<file path="src/rtl/action_queue_encoder.sv">
// -----------------------------------------------------------------------------
// action_queue_encoder
//
// Purpose:
//    Samples a one-hot player action bus every clock and detects new presses.
//    Each press is encoded to a binary action code and queued in a small FIFO.
//    The most-significant bit of the bus maps to code 1, and the least-significant
//    bit maps to code NUM_ACTIONS. Code 0 means "no action".
//    Game logic drains the FIFO through a valid/ready handshake.
//    Multi-hot (illegal) patterns and pushes into a full FIFO are reported as
//    one-cycle pulses. Neither kind of input is queued.
//
// Optional feature (compile-time macro ACTION_REPEAT_EN):
//    When the macro is defined, a held one-hot input re-queues its code every
//    REPEAT_CYCLES clocks. When it is undefined, no repeat counter is built,
//    and a held input yields exactly one entry.
//
// Ports:
//    i_clk          in   1               system clock, rising edge
//    i_rst          in   1               asynchronous active-high reset
//    i_in           in   NUM_ACTIONS     one-hot action request (0 = none)
//    i_act_ready    in   1               consumer takes the head entry
//    o_act_valid    out  1               FIFO non-empty
//    o_act_code     out  CODE_W          head-of-FIFO code (0 when empty)
//    o_count        out  clog2(DEPTH)+1  entries currently held
//    o_err_illegal  out  1               pulse: new multi-hot pattern seen
//    o_overflow     out  1               pulse: press dropped, FIFO full
//    o_drop_cnt     out  8               saturating count of dropped presses
// -----------------------------------------------------------------------------
module action_queue_encoder #(
   parameter int NUM_ACTIONS   = 6,
   parameter int CODE_W        = 3,
   parameter int DEPTH         = 4,
   parameter int REPEAT_CYCLES = 16
) (
   input  logic                       i_clk,
   input  logic                       i_rst,
   input  logic [NUM_ACTIONS-1:0]     i_in,
   input  logic                       i_act_ready,
   output logic                       o_act_valid,
   output logic [CODE_W-1:0]          o_act_code,
   output logic [$clog2(DEPTH):0]     o_count,
   output logic                       o_err_illegal,
   output logic                       o_overflow,
   output logic [7:0]                 o_drop_cnt
);

   localparam int AW    = $clog2(DEPTH);
   localparam int PTR_W = AW + 1;

   // ------------------------------------------------------------------------
   // State
   // ------------------------------------------------------------------------
   logic [NUM_ACTIONS-1:0] r_in_q;
   logic [CODE_W-1:0]      r_mem [DEPTH];
   logic [PTR_W-1:0]       r_wr_ptr;
   logic [PTR_W-1:0]       r_rd_ptr;
   logic                   r_err_illegal;
   logic                   r_overflow;
   logic [7:0]             r_drop_cnt;

   // ------------------------------------------------------------------------
   // Input classification
   // ------------------------------------------------------------------------
   logic                   w_nonzero;
   logic                   w_onehot;
   logic                   w_multi;
   logic                   w_changed;
   logic                   w_press;
   logic                   w_illegal_evt;
   logic [CODE_W-1:0]      w_code;

   assign w_nonzero = (i_in != '0);
   // Clearing the lowest set bit leaves zero only for a single-bit pattern.
   assign w_onehot  = w_nonzero &&
                      ((i_in & (i_in - NUM_ACTIONS'(1))) == '0);
   assign w_multi   = w_nonzero && !w_onehot;
   assign w_changed = (i_in != r_in_q);

   assign w_press       = w_onehot && w_changed;
   assign w_illegal_evt = w_multi  && w_changed;

   // MSB of the bus is code 1; the LSB is code NUM_ACTIONS.
   always_comb begin
      w_code = '0;
      for (int i = 0; i < NUM_ACTIONS; i++) begin
         if (i_in[NUM_ACTIONS-1-i]) begin
            w_code = CODE_W'(i + 1);
         end
      end
   end

   // ------------------------------------------------------------------------
   // Optional auto-repeat
   // ------------------------------------------------------------------------
   logic w_repeat_fire;

`ifdef ACTION_REPEAT_EN
   localparam int RC_W = $clog2(REPEAT_CYCLES + 1);

   logic [RC_W-1:0] r_rep_cnt;
   logic            w_held;

   // Same one-hot value as last cycle: the only case that may count.
   assign w_held = w_onehot && !w_changed;

   // The counter reads k after the k-th edge following the press.
   // The re-push therefore lands exactly REPEAT_CYCLES edges after the
   // previous push.
   assign w_repeat_fire = w_held && (r_rep_cnt == RC_W'(REPEAT_CYCLES - 1));

   always_ff @(posedge i_clk or posedge i_rst) begin
      if (i_rst) begin
         r_rep_cnt <= '0;
      end else if (!w_held || w_repeat_fire) begin
         r_rep_cnt <= '0;
      end else begin
         r_rep_cnt <= r_rep_cnt + RC_W'(1);
      end
   end
`else
   assign w_repeat_fire = 1'b0;
`endif

   // ------------------------------------------------------------------------
   // FIFO control
   // ------------------------------------------------------------------------
   logic w_full;
   logic w_empty;
   logic w_push_req;
   logic w_pop;
   logic w_push;
   logic w_drop;

   assign w_empty = (r_wr_ptr == r_rd_ptr);
   assign w_full  = (r_wr_ptr[AW] != r_rd_ptr[AW]) &&
                    (r_wr_ptr[AW-1:0] == r_rd_ptr[AW-1:0]);

   assign w_push_req = w_press || w_repeat_fire;
   assign w_pop      = !w_empty && i_act_ready;
   // A pop frees the slot on the same edge, so a full FIFO still accepts a push.
   // An empty FIFO never bypasses: the new head appears on the next cycle.
   assign w_push     = w_push_req && (!w_full || w_pop);
   assign w_drop     = w_push_req && w_full && !w_pop;

   // Storage has no reset; emptiness is carried entirely by the pointers.
   always_ff @(posedge i_clk) begin
      if (w_push) begin
         r_mem[r_wr_ptr[AW-1:0]] <= w_code;
      end
   end

   always_ff @(posedge i_clk or posedge i_rst) begin
      if (i_rst) begin
         r_in_q        <= '0;
         r_wr_ptr      <= '0;
         r_rd_ptr      <= '0;
         r_err_illegal <= 1'b0;
         r_overflow    <= 1'b0;
         r_drop_cnt    <= '0;
      end else begin
         r_in_q        <= i_in;
         r_err_illegal <= w_illegal_evt;
         r_overflow    <= w_drop;
         if (w_push) begin
            r_wr_ptr <= r_wr_ptr + PTR_W'(1);
         end
         if (w_pop) begin
            r_rd_ptr <= r_rd_ptr + PTR_W'(1);
         end
         if (w_drop && (r_drop_cnt != 8'hFF)) begin
            r_drop_cnt <= r_drop_cnt + 8'd1;
         end
      end
   end

   // ------------------------------------------------------------------------
   // Outputs
   // ------------------------------------------------------------------------
   assign o_act_valid   = !w_empty;
   assign o_act_code    = w_empty ? '0 : r_mem[r_rd_ptr[AW-1:0]];
   assign o_count       = r_wr_ptr - r_rd_ptr;
   assign o_err_illegal = r_err_illegal;
   assign o_overflow    = r_overflow;
   assign o_drop_cnt    = r_drop_cnt;

endmodule

</file>
<file path="config.mk">
export PLATFORM = sky130hd
export DESIGN_NAME = action_queue_encoder
export DESIGN_NICKNAME = d
export VERILOG_FILES = /design/src/rtl/action_queue_encoder.sv
export SDC_FILE = /design/constraint.sdc
export NUM_CORES = 1
export LEC_CHECK = 0
export BUFFER_PORTS_ARGS = -buffer_cell sky130_fd_sc_hd__buf_2
export CAP_MARGIN = 10
export CORE_MARGIN = 2
export CORE_UTILIZATION = 45
export CTS_BUF_LIST = sky130_fd_sc_hd__clkbuf_4 sky130_fd_sc_hd__clkbuf_8
export DETAILED_ROUTE_END_ITERATION = 8
export PLACE_DENSITY = 0.7
export SLEW_MARGIN = 15
export SYNTH_ARGS = -nofsm -noshare
export SYNTH_HDL_FRONTEND = slang
export SYNTH_SLANG_ARGS = --single-unit
</file>
<file path="constraint.sdc">
create_clock -name i_clk -period 2.43 [get_ports i_clk]
set_input_delay 0.6075 -clock i_clk [delete_from_list [all_inputs] [get_ports i_clk]]
set_output_delay 0.6075 -clock i_clk [all_outputs]
set_load 0.01 [all_outputs]
</file>
* Yosys cells after proc, flatten, opt, wreduce, memory -nomap -nowiden
Memories as Yosys holds them, arrays and structs flattened.
Cells that the tools add are included.
** Cells by class
- Bitwise operators :: 1
- Equal/unequal tests :: 5
- Reductions and logical operators :: 17
- Multiplexer cells :: 9
- Add/subtract/negate cells :: 5
** Operator list (number)
- $mux W3 :: 5
- $logic_and A1 B1 Y1 :: 10
- $add A8 B1 Y8 const B :: 1
- $ne A8 B8 Y1 const B :: 1
- $add A3 B1 Y3 const B :: 2
- $and A6 B6 Y6 :: 1
- $logic_not A6 Y1 :: 1
- $ne A6 B6 Y1 :: 1
- $reduce_bool A6 Y1 :: 1
- $sub A6 B1 Y6 const B :: 1
- $logic_not A1 Y1 :: 4
- $eq A3 B3 Y1 :: 1
- $mux W1 :: 3
- $sub A3 B3 Y3 :: 1
- $eq A2 B2 Y1 :: 1
- $mux W2 :: 1
- $logic_or A1 B1 Y1 :: 1
- $ne A1 B1 Y1 :: 1
** Storage, ports and cells
- Memories :: 1
- Bits in writable memories :: 12
- Word-level logic and storage cells :: 44
- Register bits after elaboration :: 22
** Memories
- r_mem :: depth 4, bits a word 3, read ports 1, clocked after memory_dff 0, wr ports 1, RTL line 55 : logic [CODE_W-1:0] r_mem [DEPTH];

* Longest topological paths before layout
- Depth in word-level cells :: 8
- Mapped depth :: 7

* Worst setup path after synthesis
OpenSTA, ideal clock, no wires.
- Path kind :: input-to-reg
- From :: in i_in[1]
- To :: reg r_drop_cnt[1], in the netlist o_drop_cnt[1]
- Arrival :: 2084 ps
- Slack :: 218 ps
- Required time :: 2302 ps
- Stages :: 6
- Cells stage by stage :: or4_4 -> a21oi_1 -> a21oi_1 -> buf_6 -> nor3_2 -> mux2_1
** On the way
- Word-level cells in the longest chain between the ends :: 8
** Ends and longest elaborated chain
- start, declared :: RTL line 38 : input logic [NUM_ACTIONS-1:0] i_in,
- $sub A6 B1 Y6 :: RTL line 76 : ((i_in & (i_in - NUM_ACTIONS'(1))) == '0);
- $and A6 B6 Y6 :: RTL line 76
- $logic_not A6 Y1 :: RTL line 76
- $logic_and A1 B1 Y1 :: RTL line 75 : assign w_onehot = w_nonzero &&
- $logic_and A1 B1 Y1 * :: RTL line 80 : assign w_press = w_onehot && w_changed;
- $logic_and A1 B1 Y1 * (2 in series) :: RTL line 144 : assign w_drop = w_push_req && w_full && !w_pop;
- $logic_and A1 B1 Y1 * :: RTL line 171 : if (w_drop && (r_drop_cnt != 8'hFF)) begin
- end signal, assigned :: RTL line 172 : r_drop_cnt <= r_drop_cnt + 8'd1;
- end, declared :: RTL line 60 : logic [7:0] r_drop_cnt;
Every way passes the cells marked *; elsewhere a longest branch is shown, timed or not.
A chain may end at the register's enable or synchronous reset.

* Worst setup path after layout
- From :: reg r_wr_ptr[0]
- To :: out o_count[2]
** On the way
- Word-level cells in the longest chain between the ends :: 1
** Ends and longest elaborated chain
- start, declared :: RTL line 56 : logic [PTR_W-1:0] r_wr_ptr;
- start signal, assigned :: RTL line 166 : r_wr_ptr <= r_wr_ptr + PTR_W'(1);
- $sub A3 B3 Y3 :: RTL line 182 : assign o_count = r_wr_ptr - r_rd_ptr;
- end, declared :: RTL line 42 : output logic [$clog2(DEPTH):0] o_count,
No other way between the ends.

==> results.rst <==
.. list-table::
   :header-rows: 1

   * - Metric
     - Value
   * - Synthesized net count
     - 148
   * - Minimum period implied by the final worst setup slack
     - 2.32 ns
   * - Type of the most critical hold path
     - input port to asynchronous set/reset pin
   * - Worst slew pin tran
     - roughly 0.85 ns
   * - Power per Cell Area
     - 990 nW/um^2
   * - Layout overhead on the synthesized area
     - 19.6%
   * - Die Wd
     - 65.4 um
   * - Final hold violation count
     - 0
   * - Total setup violations reported at the end of the flow
     - 0
   * - Number of different library cells in the post-synthesis netlist
     - 32
   * - Run status
     - complete, no violations
   * - Last weighted congestion value of the routability-driven placer
     - 0.757
   * - Share of cells above drive strength 1
     - approximately a third
   * - Number of warning messages in the yosys log
     - 0
   * - Ys async rst share
     - 64.7%
   * - Number of port buffers
     - 25
   * - PnR Total Power
     - 2.01 mW
   * - Synth area leader
     - sky130_fd_sc_hd__dfrtp_1
   * - CP Data Required Time
     - about 1.8 ns
   * - Layout Cell Area excl Fill
     - 2030 sq um
   * - Detail Placement HPWL
     - 2.36 mm
   * - Max Cap Violations
     - 0
   * - Register area share after synthesis
     - 53.6%
   * - Vias per cell
     - 5.15
   * - Crit start category
     - register
   * - Primary flip-flop cell chosen by synthesis mapping
     - sky130_fd_sc_hd__dfrtp_1
   * - Initial antenna violation count
     - 0
   * - Type of the worst setup path
     - register to primary output
   * - Count of TritonRoute iterations in the first routing pass
     - 3
   * - Initial DRC count
     - 11
   * - Clk sink count
     - 34
   * - Slew HR
     - ~44%
   * - Insertion delay of the later-clocked pin in the worst-skew pair
     - around 0.29 ns
   * - Post-Route WL
     - roughly 3.2 mm
   * - Number of standard cells after synthesis
     - 130
   * - Critical path capture point type
     - primary output
   * - Area of the core
     - 3630 sq um
   * - Number of global-route vias before repair
     - 1,111
   * - CTS H-tree lvls
     - 2
   * - DIE HEIGHT
     - between 60 and 70 um
   * - GRT Overall Usage
     - 17.3%
   * - Detailed-route DRC error count
     - 0
   * - Nets@finish
     - 189
   * - Skew final
     - 0.00452 ns
   * - Largest net degree at the start of global routing
     - 23
   * - Number of core rows
     - 22
   * - Flop and latch count out of synthesis
     - 34
   * - Leakage power
     - 0.911 nW
   * - Total congestion overflow
     - 0
   * - Highest attainable clock frequency
     - 0.432 GHz
   * - Count of boundary I/O pins
     - 26
   * - Setup repair after global routing missed its margin
     - no
   * - Initial core utilization
     - 46.8%
   * - Area share of the largest cell type after synthesis
     - 32.4%
   * - Number of clock buffers inserted by TritonCTS
     - 5
   * - Top cells by count, synth
     - sky130_fd_sc_hd__dfrtp_1, sky130_fd_sc_hd__edfxtp_1, sky130_fd_sc_hd__xnor2_1
   * - Most common cell in the netlist
     - sky130_fd_sc_hd__dfrtp_1
   * - Die area
     - 4280 sq um
   * - Post-synthesis area per instance
     - between 10 and 15 sq um
   * - Remaining antenna violation count after routing
     - 0
   * - Total of cells resized after clock tree synthesis
     - 0
   * - Routed length per instance
     - 14.5 um
   * - Cell Area, Placed
     - 1940 sq um
   * - Cell area after technology mapping
     - 1700 sq um
   * - Arrival time reported for the critical path endpoint
     - 1.71 ns
   * - Finished Core Util
     - between 50% and 60%
   * - Antenna diodes
     - 0
   * - Maximum buffer depth of the clock tree
     - 2
   * - Final-layout worst hold slack
     - 0.482 ns
   * - Critical path fanouts, max
     - 4
   * - Worst-case vdd ir drop
     - 0.000439 V
   * - Total number of vias
     - 1,132
   * - CTS tree
     - yes
   * - Ratio of final minimum period to clock period
     - 95.3%
   * - Number of pins with negative max-slew slack in the final report
     - 0
   * - Clk root buf
     - sky130_fd_sc_hd__clkbuf_8
   * - Top post-synthesis cells by area
     - sky130_fd_sc_hd__dfrtp_1, sky130_fd_sc_hd__edfxtp_1, sky130_fd_sc_hd__ha_1
   * - Number of enable-type register cells in the synthesized netlist
     - 12
   * - Clock-pin slew reported for the worst setup and hold paths after clock tree synthesis
     - 0.07 ns
   * - Wire length of the first global-routing pass
     - 5.39 mm
==> flip-flops by register name (all words and copies together) (netlist names) <==
name           flops
o_overflow         1
r_wr_ptr           3
o_err_illegal      1
r_mem             12
r_in_q             6
o_drop_cnt         8
r_rd_ptr           3
==> worst paths after layout <==
| kind | startpoint | end | slack, ns | cells past startpoint |
|---|---|---|---|---|
| max in group asynchronous | i_rst | r_rd_ptr[1] | 1.42 | 2 |
| setup / recovery | r_wr_ptr[0] | o_count[2] | 0.11 | 5 |
| setup reg to reg | r_wr_ptr[0] | o_drop_cnt[1] | 0.18 | 7 |
| min in group i_clk | o_drop_cnt[5] | o_drop_cnt[5] | 0.48 | 1 |
| hold reg to reg | o_drop_cnt[5] | o_drop_cnt[5] | 0.48 | 1 |
| hold / removal | i_rst | r_in_q[3] | 0.48 | 2 |
==> where the power goes <==
part / internal [mW] / switching (mW) / leakage (nW) / total, mW
logic: 0.412 / 0.446 / 0.490 / 0.858
registers: 0.686 / 0.0857 / 0.380 / 0.772
clock network: 0.191 / 0.192 / 0.0407 / 0.382
total: 1.29 / 0.723 / 0.911 / 2.01
==> placed cells by master, fill, tap and decap left out, types with 4 or more instances in the layout <==
cell                       synthesis  final
sky130_fd_sc_hd__buf_2             0     25
sky130_fd_sc_hd__dfrtp_1          22     22
sky130_fd_sc_hd__buf_4             1     12
sky130_fd_sc_hd__edfxtp_1         12     12
sky130_fd_sc_hd__xnor2_1          11     11
sky130_fd_sc_hd__inv_1             9      9
sky130_fd_sc_hd__ha_1              8      8
sky130_fd_sc_hd__and2_1            7      7
sky130_fd_sc_hd__xor2_1            7      7
sky130_fd_sc_hd__nand3_1           6      6
sky130_fd_sc_hd__nor2_1            5      5
sky130_fd_sc_hd__clkbuf_8          0      5
sky130_fd_sc_hd__nand2_1           4      4
sky130_fd_sc_hd__nor3_1            4      4
sky130_fd_sc_hd__nor4_2            4      4
==> metal layers <==
metal | global-route usage, % | share of wire [%] | routed length (um)
met5 | 0 | 0 | 0
met4 | 5.47 | 1.7 | 53
met3 | 6.16 | 3.6 | 116
met2 | 28.3 | 52 | 1670
met1 | 21.6 | 42 | 1350
==> stage by stage <==
stage               cells  setup TNS, ns  worst slack [ns]
CTS                   218              0            0.0904
global placement      210              0            0.0529
floorplan             130              0             0.218
detailed placement    210        -0.0254           -0.0147
finish                220              0             0.114
global route          220              0            0.0163
==> timing repair <==
item | 4_1_cts | 5_1_grt
endpoints found under the setup margin | 0 | 1
hold buffers | 0 | 0
buffers inserted | 0 | 2
==> layout make-up <==
cell class / instances / area, sq um
clock buffers: 5 / 68.8
clock inverters: 3 / 11.3
fillers: 347 / 1600
inverters: 9 / 33.8
multi-input cells: 84 / 732
flip-flops and latches: 34 / 911
well taps: 48 / 60.1
repair buffers: 37 / 215
==> logic make-up (layout without fill, tap and decap cells) <==
group | count (synthesis) | in the layout | synth area share, %
simple gates | 42 | 42 | 16.3
flops | 34 | 34 | 53.6
xor+xnor | 18 | 18 | 9.28
buf+inv | 12 | 54 | 3.31
fa+ha+maj | 10 | 10 | 7.66
compound gates | 7 | 7 | 3.17
mux | 7 | 7 | 6.63
==> critical path: stages, from the launching register on <==
cell                      delay [ns]
sky130_fd_sc_hd__dfrtp_1        0.37
sky130_fd_sc_hd__inv_1          0.11
sky130_fd_sc_hd__ha_1           0.23
sky130_fd_sc_hd__fa_1           0.41
sky130_fd_sc_hd__xnor2_1        0.16
sky130_fd_sc_hd__buf_2          0.14
No activity file was read; power rests on OpenSTA's default activity.
